$ cat config.mk
export PLATFORM = sky130hd
export DESIGN_NAME = irq_controller_flat
export DESIGN_NICKNAME = d
export VERILOG_FILES = /design/src/rtl/irq_controller_if.sv /design/src/rtl/irq_controller.sv /design/src/flat_wrapper.sv
export SDC_FILE = /design/constraint.sdc
export NUM_CORES = 1
export LEC_CHECK = 0
export ABC_CLOCK_PERIOD_IN_PS = 3200
export BUFFER_PORTS_ARGS = -buffer_cell sky130_fd_sc_hd__buf_2
export CORE_MARGIN = 2
export CORE_UTILIZATION = 50
export DETAILED_ROUTE_END_ITERATION = 6
export PLACE_DENSITY = 0.85
export SLEW_MARGIN = 25
export SYNTH_ARGS = -nofsm -noshare
export SYNTH_HDL_FRONTEND = slang
export SYNTH_SLANG_ARGS = --single-unit
$ cat constraint.sdc
create_clock -name clk -period 3.2 [get_ports clk]
set_clock_uncertainty 0.1 [all_clocks]
set_input_delay 0.64 -clock clk [delete_from_list [all_inputs] [get_ports clk]]
set_output_delay 0.64 -clock clk [all_outputs]
set_load 0.05 [all_outputs]
$ cat src/rtl/irq_controller_if.sv
// MMIO register window of the interrupt controller.
// Bridge drives addr/we/wdata, controller returns rdata.
interface irq_controller_if;
  logic [1:0]  addr;
  logic        we;
  logic [31:0] wdata;
  logic [31:0] rdata;

  modport master (
    output addr,
    output we,
    output wdata,
    input  rdata
  );

  modport slave (
    input  addr,
    input  we,
    input  wdata,
    output rdata
  );
endinterface

$ cat src/rtl/irq_controller.sv
// Interrupt controller feeding CP0 HWInt: edge/level latching,
// enable mask, fixed priority, single in-service tracking with EOI.
module irq_controller #(
  parameter int          NSRC     = 6,
  parameter logic [5:0]  RST_MODE = 6'b000000
) (
  input  logic       clk,
  input  logic       reset,
  input  logic [5:0] src,
  input  logic       int_ack,
  irq_controller_if.slave bus,
  output logic [5:0] hwint,
  output logic       in_service,
  output logic [2:0] irq_id
);

  localparam logic [5:0] MASK = 6'((7'd1 << NSRC) - 7'd1);

  typedef enum logic [1:0] {
    IDLE,
    ASSERT,
    SERVICE
  } state_t;

  state_t     state;
  logic [5:0] enable;
  logic [5:0] mode;
  logic [5:0] pending;
  logic [5:0] src_d;

  logic       wr_en;
  logic       wr_mode;
  logic [5:0] w1c;
  logic       eoi;
  logic       ack;
  logic [2:0] ack_id;
  logic [5:0] ack_clr;
  logic [5:0] rise;
  logic [5:0] pend_n;
  logic [5:0] enable_n;
  logic [5:0] elig;
  logic [5:0] elig_n;
  logic       unused_wdata;

  assign unused_wdata = ^bus.wdata[31:6];

  // Highest set bit of the presented request vector.
  always_comb begin
    ack_id = '0;
    for (int i = 0; i < 6; i++) begin
      if (hwint[i]) ack_id = 3'(i);
    end
  end

  // Register writes, latching and next-state terms.
  always_comb begin
    wr_en    = bus.we && (bus.addr == 2'd0);
    wr_mode  = bus.we && (bus.addr == 2'd1);
    w1c      = (bus.we && (bus.addr == 2'd2)) ?
               bus.wdata[5:0] : 6'd0;
    eoi      = bus.we && (bus.addr == 2'd3) &&
               (state == SERVICE);
    ack      = int_ack && (state == ASSERT) &&
               (hwint != 6'd0);
    ack_clr  = (ack && mode[ack_id]) ?
               (6'd1 << ack_id) : 6'd0;
    rise     = src & ~src_d & enable;
    pend_n   = ((mode & (rise | (pending & ~w1c & ~ack_clr)))
               | (~mode & src & enable)) & MASK;
    enable_n = wr_en ? (bus.wdata[5:0] & MASK) : enable;
    elig     = pending & enable;
    elig_n   = pend_n & enable_n;
  end

  // Register read mux.
  always_comb begin
    bus.rdata = '0;
    unique case (bus.addr)
      2'd0: bus.rdata = {26'd0, enable};
      2'd1: bus.rdata = {26'd0, mode};
      2'd2: bus.rdata = {26'd0, pending};
      2'd3: bus.rdata = {in_service, 28'd0, irq_id};
      default: bus.rdata = '0;
    endcase
  end

  // Registers, request output and service FSM.
  always_ff @(posedge clk or negedge reset) begin
    if (!reset) begin
      state      <= IDLE;
      enable     <= '0;
      mode       <= RST_MODE & MASK;
      pending    <= '0;
      src_d      <= '0;
      hwint      <= '0;
      in_service <= 1'b0;
      irq_id     <= '0;
    end else begin
      enable  <= enable_n;
      if (wr_mode) mode <= bus.wdata[5:0] & MASK;
      pending <= pend_n;
      src_d   <= src & MASK;
      hwint   <= (state == SERVICE) ? 6'd0 : elig;
      unique case (state)
        IDLE: begin
          if (elig != 6'd0) state <= ASSERT;
        end
        ASSERT: begin
          if (ack) begin
            state      <= SERVICE;
            in_service <= 1'b1;
            irq_id     <= ack_id;
          end else if (elig == 6'd0) begin
            state <= IDLE;
          end
        end
        SERVICE: begin
          if (eoi) begin
            state      <= (elig_n != 6'd0) ? ASSERT : IDLE;
            in_service <= 1'b0;
            irq_id     <= '0;
          end
        end
        default: state <= IDLE;
      endcase
    end
  end

endmodule

$ cat src/flat_wrapper.sv
// flat-port wrapper written by rule: the top's interface ports become plain ports
module irq_controller_flat 
#(
  parameter int          NSRC     = 6,
  parameter logic [5:0]  RST_MODE = 6'b000000
)
  (clk, reset, src, int_ack, hwint, in_service, irq_id, bus_addr, bus_we, bus_wdata, bus_rdata);
  irq_controller_if bus_i ();
  input  logic clk;
  input  logic reset;
  input  logic [5:0] src;
  input  logic int_ack;
  output logic [5:0] hwint;
  output logic in_service;
  output logic [2:0] irq_id;
  input wire logic [$bits(bus_i.addr)-1:0] bus_addr;
  input wire logic [$bits(bus_i.we)-1:0] bus_we;
  input wire logic [$bits(bus_i.wdata)-1:0] bus_wdata;
  output wire logic [$bits(bus_i.rdata)-1:0] bus_rdata;
  assign bus_i.addr = bus_addr;
  assign bus_i.we = bus_we;
  assign bus_i.wdata = bus_wdata;
  assign bus_rdata = bus_i.rdata;
  irq_controller #(.NSRC(NSRC), .RST_MODE(RST_MODE)) u_core (.clk(clk), .reset(reset), .src(src), .int_ack(int_ack), .bus(bus_i), .hwint(hwint), .in_service(in_service), .irq_id(irq_id));
endmodule
Word level (Yosys, flattened, before mapping)
Index checks and enable logic that the tools add are counted.
Operators by class
  order comparisons: 1
  equality and inequality tests: 9
  shifts and indexed selects: 1
  muxes and demuxes: 24
  bitwise logic cells: 15
  reductions and logical operators: 17
Operators with widths (number)
  $pmux 32 s4: 1
  $and 6x6->6: 9
  $mux 6: 4
  $not 6->6: 4
  $mux 3: 6
  $reduce_bool 6->1: 3
  $or 6x6->6: 2
  $logic_and 1x1->1: 8
  $mux 2: 4
  $eq 2x2->1 const B: 3
  $logic_not 6->1: 1
  $ne 2x1->1 const B: 3
  $pmux 2 s3: 1
  $pmux 3 s2: 1
  $reduce_and 3->1: 2
  $shl 1x3->6 const A: 1
  $mux 1: 5
  $eq 2x1->1 const B: 2
  $logic_not 2->1: 2
  $lt 3x4->1 const B: 1
  $bmux 1 s3: 1
  $ne 3x2->1 const B: 1
  $pmux 1 s2: 1
  $reduce_bool 2->1: 1
Word-level totals
  register bits: 36
  output and inout bits: 42
  word-level logic and storage cells: 75

Depth between registers and ports, before layout
  depth after elaboration: 19
  gate-level depth with buffers: 6

Least setup slack after synthesis
No wires, ideal clock.
  path type: input to output
  start point: input port bus_addr[0]
  end point: output port bus_rdata[3]
  arrival time: 2.020 ns
  data required time: 2.460 ns
  slack: 0.440 ns
  stages: 3
  cell sequence: buf_2 -> mux2i_1 -> o21ai_0
Between the ends
  longest elaborated chain between the ends: 2
RTL lines
  from (decl): RTL line flat_wrapper.sv:16  | input wire logic [$bits(bus_i.addr)-1:0] bus_addr;
  $eq 2x2->1, or another cell as far along: RTL line irq_controller.sv:78  | unique case (bus.addr)
  $pmux 32 s4 *: RTL line irq_controller.sv:78
  to (decl): RTL line flat_wrapper.sv:19  | output wire logic [$bits(bus_i.rdata)-1:0] bus_rdata;
Every way passes the cells marked *; elsewhere a longest branch is shown, timed or not. The select of a mux whose other input is x is not followed.

Final worst setup path
  start point: input port bus_addr[1]
  end point: output port bus_rdata[1]
Same word-level chain as after synthesis.

==> impl_metrics.csv <==
group,metric,value,unit
layout,num-nets-final,261,
worst_setup_path,worstSetupPathType,"primary input to primary output",
placed_design,dp_cells,258,
synth,synthTopCellsByArea,"dfrtp_1, buf_4, mux2_2",
synth,synth_edf_count,0,
die,coreArea,3630,sq um
grt,grt_max_degree,37,
synth,netlist_instances,181,
die,pin_count,86,
grt,grt-ovfl-total,0,
clock_network,cts-resized-gates,0,
die,dieArea,4270,sq um
timing,slew_viol_final,0,
die,fp.dieH,65.3,um
synth,synth_compound_area_frac,0.110,
timing,fin_crit,2.43,ns
synth,syn_area,1880,sq um
synth,ys_async_sr_fraction,1.00,
clock_network,htree_num_levels,2,
die,die_w,65.3,um
die,num_rows,22,
worst_setup_path,startpoint_type,"primary input",
layout,multi_input_area,853,sq um
clock_network,clock-root-buffer,"clkbuf_8",
route,drt-initial-drc-count,106,
synth,synthXorXnorAreaFrac,0,
worst_setup_path,cp.required,2.46,ns
power,peakVddDrop,0.000346,V
synth,synth.most_common_cell,"dfrtp_1",
layout,fin_util,0.575,
route,wl,3810,um
power,power.density,793,nW/um^2
synth,synthSimpleGateAreaFrac,0.165,
worst_setup_path,end_kind,"primary output",
synth,synthFlopType,"dfrtp_1",
outcome,outcome,"finished, final reports clean",
worst_setup_path,critPathLaunch,"bus_addr[1]",
timing,final-setup-viol-count,0,
synth,synth_adder_area_share,0,
route,vias,1383,
layout,drive_gt1_frac,0.272,
placed_design,gp_congestion,0.908,
grt,grt_use_total,0.203,
synth,yosys-mux-area-fraction,0.128,
synth,ys_types,33,
layout,final_cells,265,
worst_setup_path,r2r-start,"u_core.hwint[4]",
layout,syn_to_final_growth,11.0,%
power,leakage,1.02,nW
placed_design,pre_cts_ws,0.731,ns
clock_network,cts_tree,"done",
worst_setup_path,cp_max_fo,12,
route,firstDrtPassIters,4,
grt,antenna_found_initial,0,
synth,synth.avg_cell_area,10.4,sq um
synth,synthTopCellsByCount,"dfrtp_1, nand2_1, buf_4",
synth,yosys_warnings,0,
clock_network,clk_pin_slew_worst_paths,0.07,ns
layout,n_antenna_cell,0,
timing,slew_headroom,0.479,
route,vias_per_cell,5.22,
placed_design,numPortBuffers,34,
synth,yosysSeqAreaShare,0.479,
clock_network,cts_buffer_depth,2,
route,wl_per_cell,14.4,um
clock_network,cts_buffers,5,
grt,grt_pass1_wl,6410,um
route,postRouteAntennaNets,0,
layout,fillerInstances,325,
timing,worst_pin_slew,0.782,ns
synth,yosys.area.top_type,"dfrtp_1",
synth,synth.top_cell.area_share,0.479,
clock_network,cts.sinks,36,
timing,fin_crit_sh,0.758,
timing,setup_ws,0.773,ns
synth,synth_top_family_by_area,"simple AND/OR/NAND/NOR gates",
placed_design,dp_hpwl,2830,um
die,start_util,0.518,
clock_network,clkLatencyLatePin,0.29,ns
flow_run,maxCapViolCount,0,
timing,rsz0062_at_grt,"false",
clock_network,cts_setup_buffers,0,
clock_network,hold_buffers,0,
timing,hold_viol,0,
worst_setup_path,cp_data_arrival_time,1.69,ns
worst_hold_path,hp-class,"primary input to asynchronous set/reset pin",
layout,seq_area,901,sq um
synth,ys_ff_latch,36,
timing,timing.fmax,0.412,GHz
timing,tns,0,ns
grt,grt_pass1_vias,1327,
route,drc_errors,0,
-- worst max-delay path, stage by stage --
cell    delay, ns
buf_2        0.26
mux4_2       0.55
buf_2        0.23
-- logic make-up after synthesis --
kind of cell           after synthesis
buffers and inverters               31
other                                1
muxes                               19
AOI/OAI and AO/OA                   31
and+or+nand+nor                     63
DFF                                 36
-- through the flow --
step	hold WS [ns]	power, W	cell area (sq um)
after floorplan	0.244	0.00118	1970
after global placement	0.380	0.00130	1990
after detailed placement	0.384	0.00131	1990
after CTS	0.347	0.00166	2090
after global routing	0.355	0.00176	2090
final	0.321	0.00165	2090
-- layout by cell type (no fill, tap or decap), types with 2 or more instances in the layout --
master	n
dfrtp_1	36
buf_2	34
nand2_1	31
conb_1	25
nor2_1	13
mux2_2	11
o21ai_0	8
a21oi_1	7
clkbuf_8	7
mux2i_1	5
nand3_1	3
a32o_1	3
a31oi_1	3
mux4_2	3
a22oi_1	3
nor2b_1	2
and3b_1	2
a221oi_1	2
a31o_2	2
nand4b_1	2
nand2b_1	2
inv_1	2
nand3b_1	2
-- sequential cells by signal, summed over array words and instances (netlist names) --
| signal | cells |
|---|---|
| u_core.enable | 6 |
| u_core.hwint | 6 |
| u_core.in_service | 1 |
| u_core.irq_id | 3 |
| u_core.mode | 6 |
| u_core.pending | 6 |
| u_core.src_d | 6 |
| u_core.state | 2 |
-- path summary, 6_finish.rpt --
check	endpoint	slack (ns)	cells after the start
worst min register to register	u_core.in_service	0.40	2
min in group clk	u_core.src_d[1]	0.37	1
worst max register to register	u_core.state[0]	1.25	5
worst min-delay path	u_core.pending[2]	0.32	1
worst max-delay path	bus_rdata[1]	0.77	3
max in group asynchronous	u_core.enable[0]	2.17	1
-- metal layers --
metal  routed length, um  part of all wire  track usage  up-vias
li1                    -                 -            -      665
met4                  56             0.015       0.0911        0
met1                1740              0.46        0.280      657
met2                1770              0.47        0.306       55
met3                 244             0.064       0.0479        6
met5                   0                 0            0        -
-- area by class of cell --
| cell class | instances | share of cell area |
|---|---|---|
| inverters | 2 | 0.00359 |
| clock buffers | 7 | 0.0461 |
| well taps | 48 | 0.0288 |
| flip-flops and latches | 36 | 0.431 |
| repair buffers | 34 | 0.0815 |
| multi-input cells | 138 | 0.409 |
-- power breakdown --
part / internal [W] / total (W) / switching, W
clock: 0.000192 / 0.000349 / 0.000157
combinational: 0.000189 / 0.000646 / 0.000457
sequential: 0.000554 / 0.000661 / 0.000106
total: 0.000934 / 0.00165 / 0.000720
Note: power is estimated with default switching activity, not from simulation.
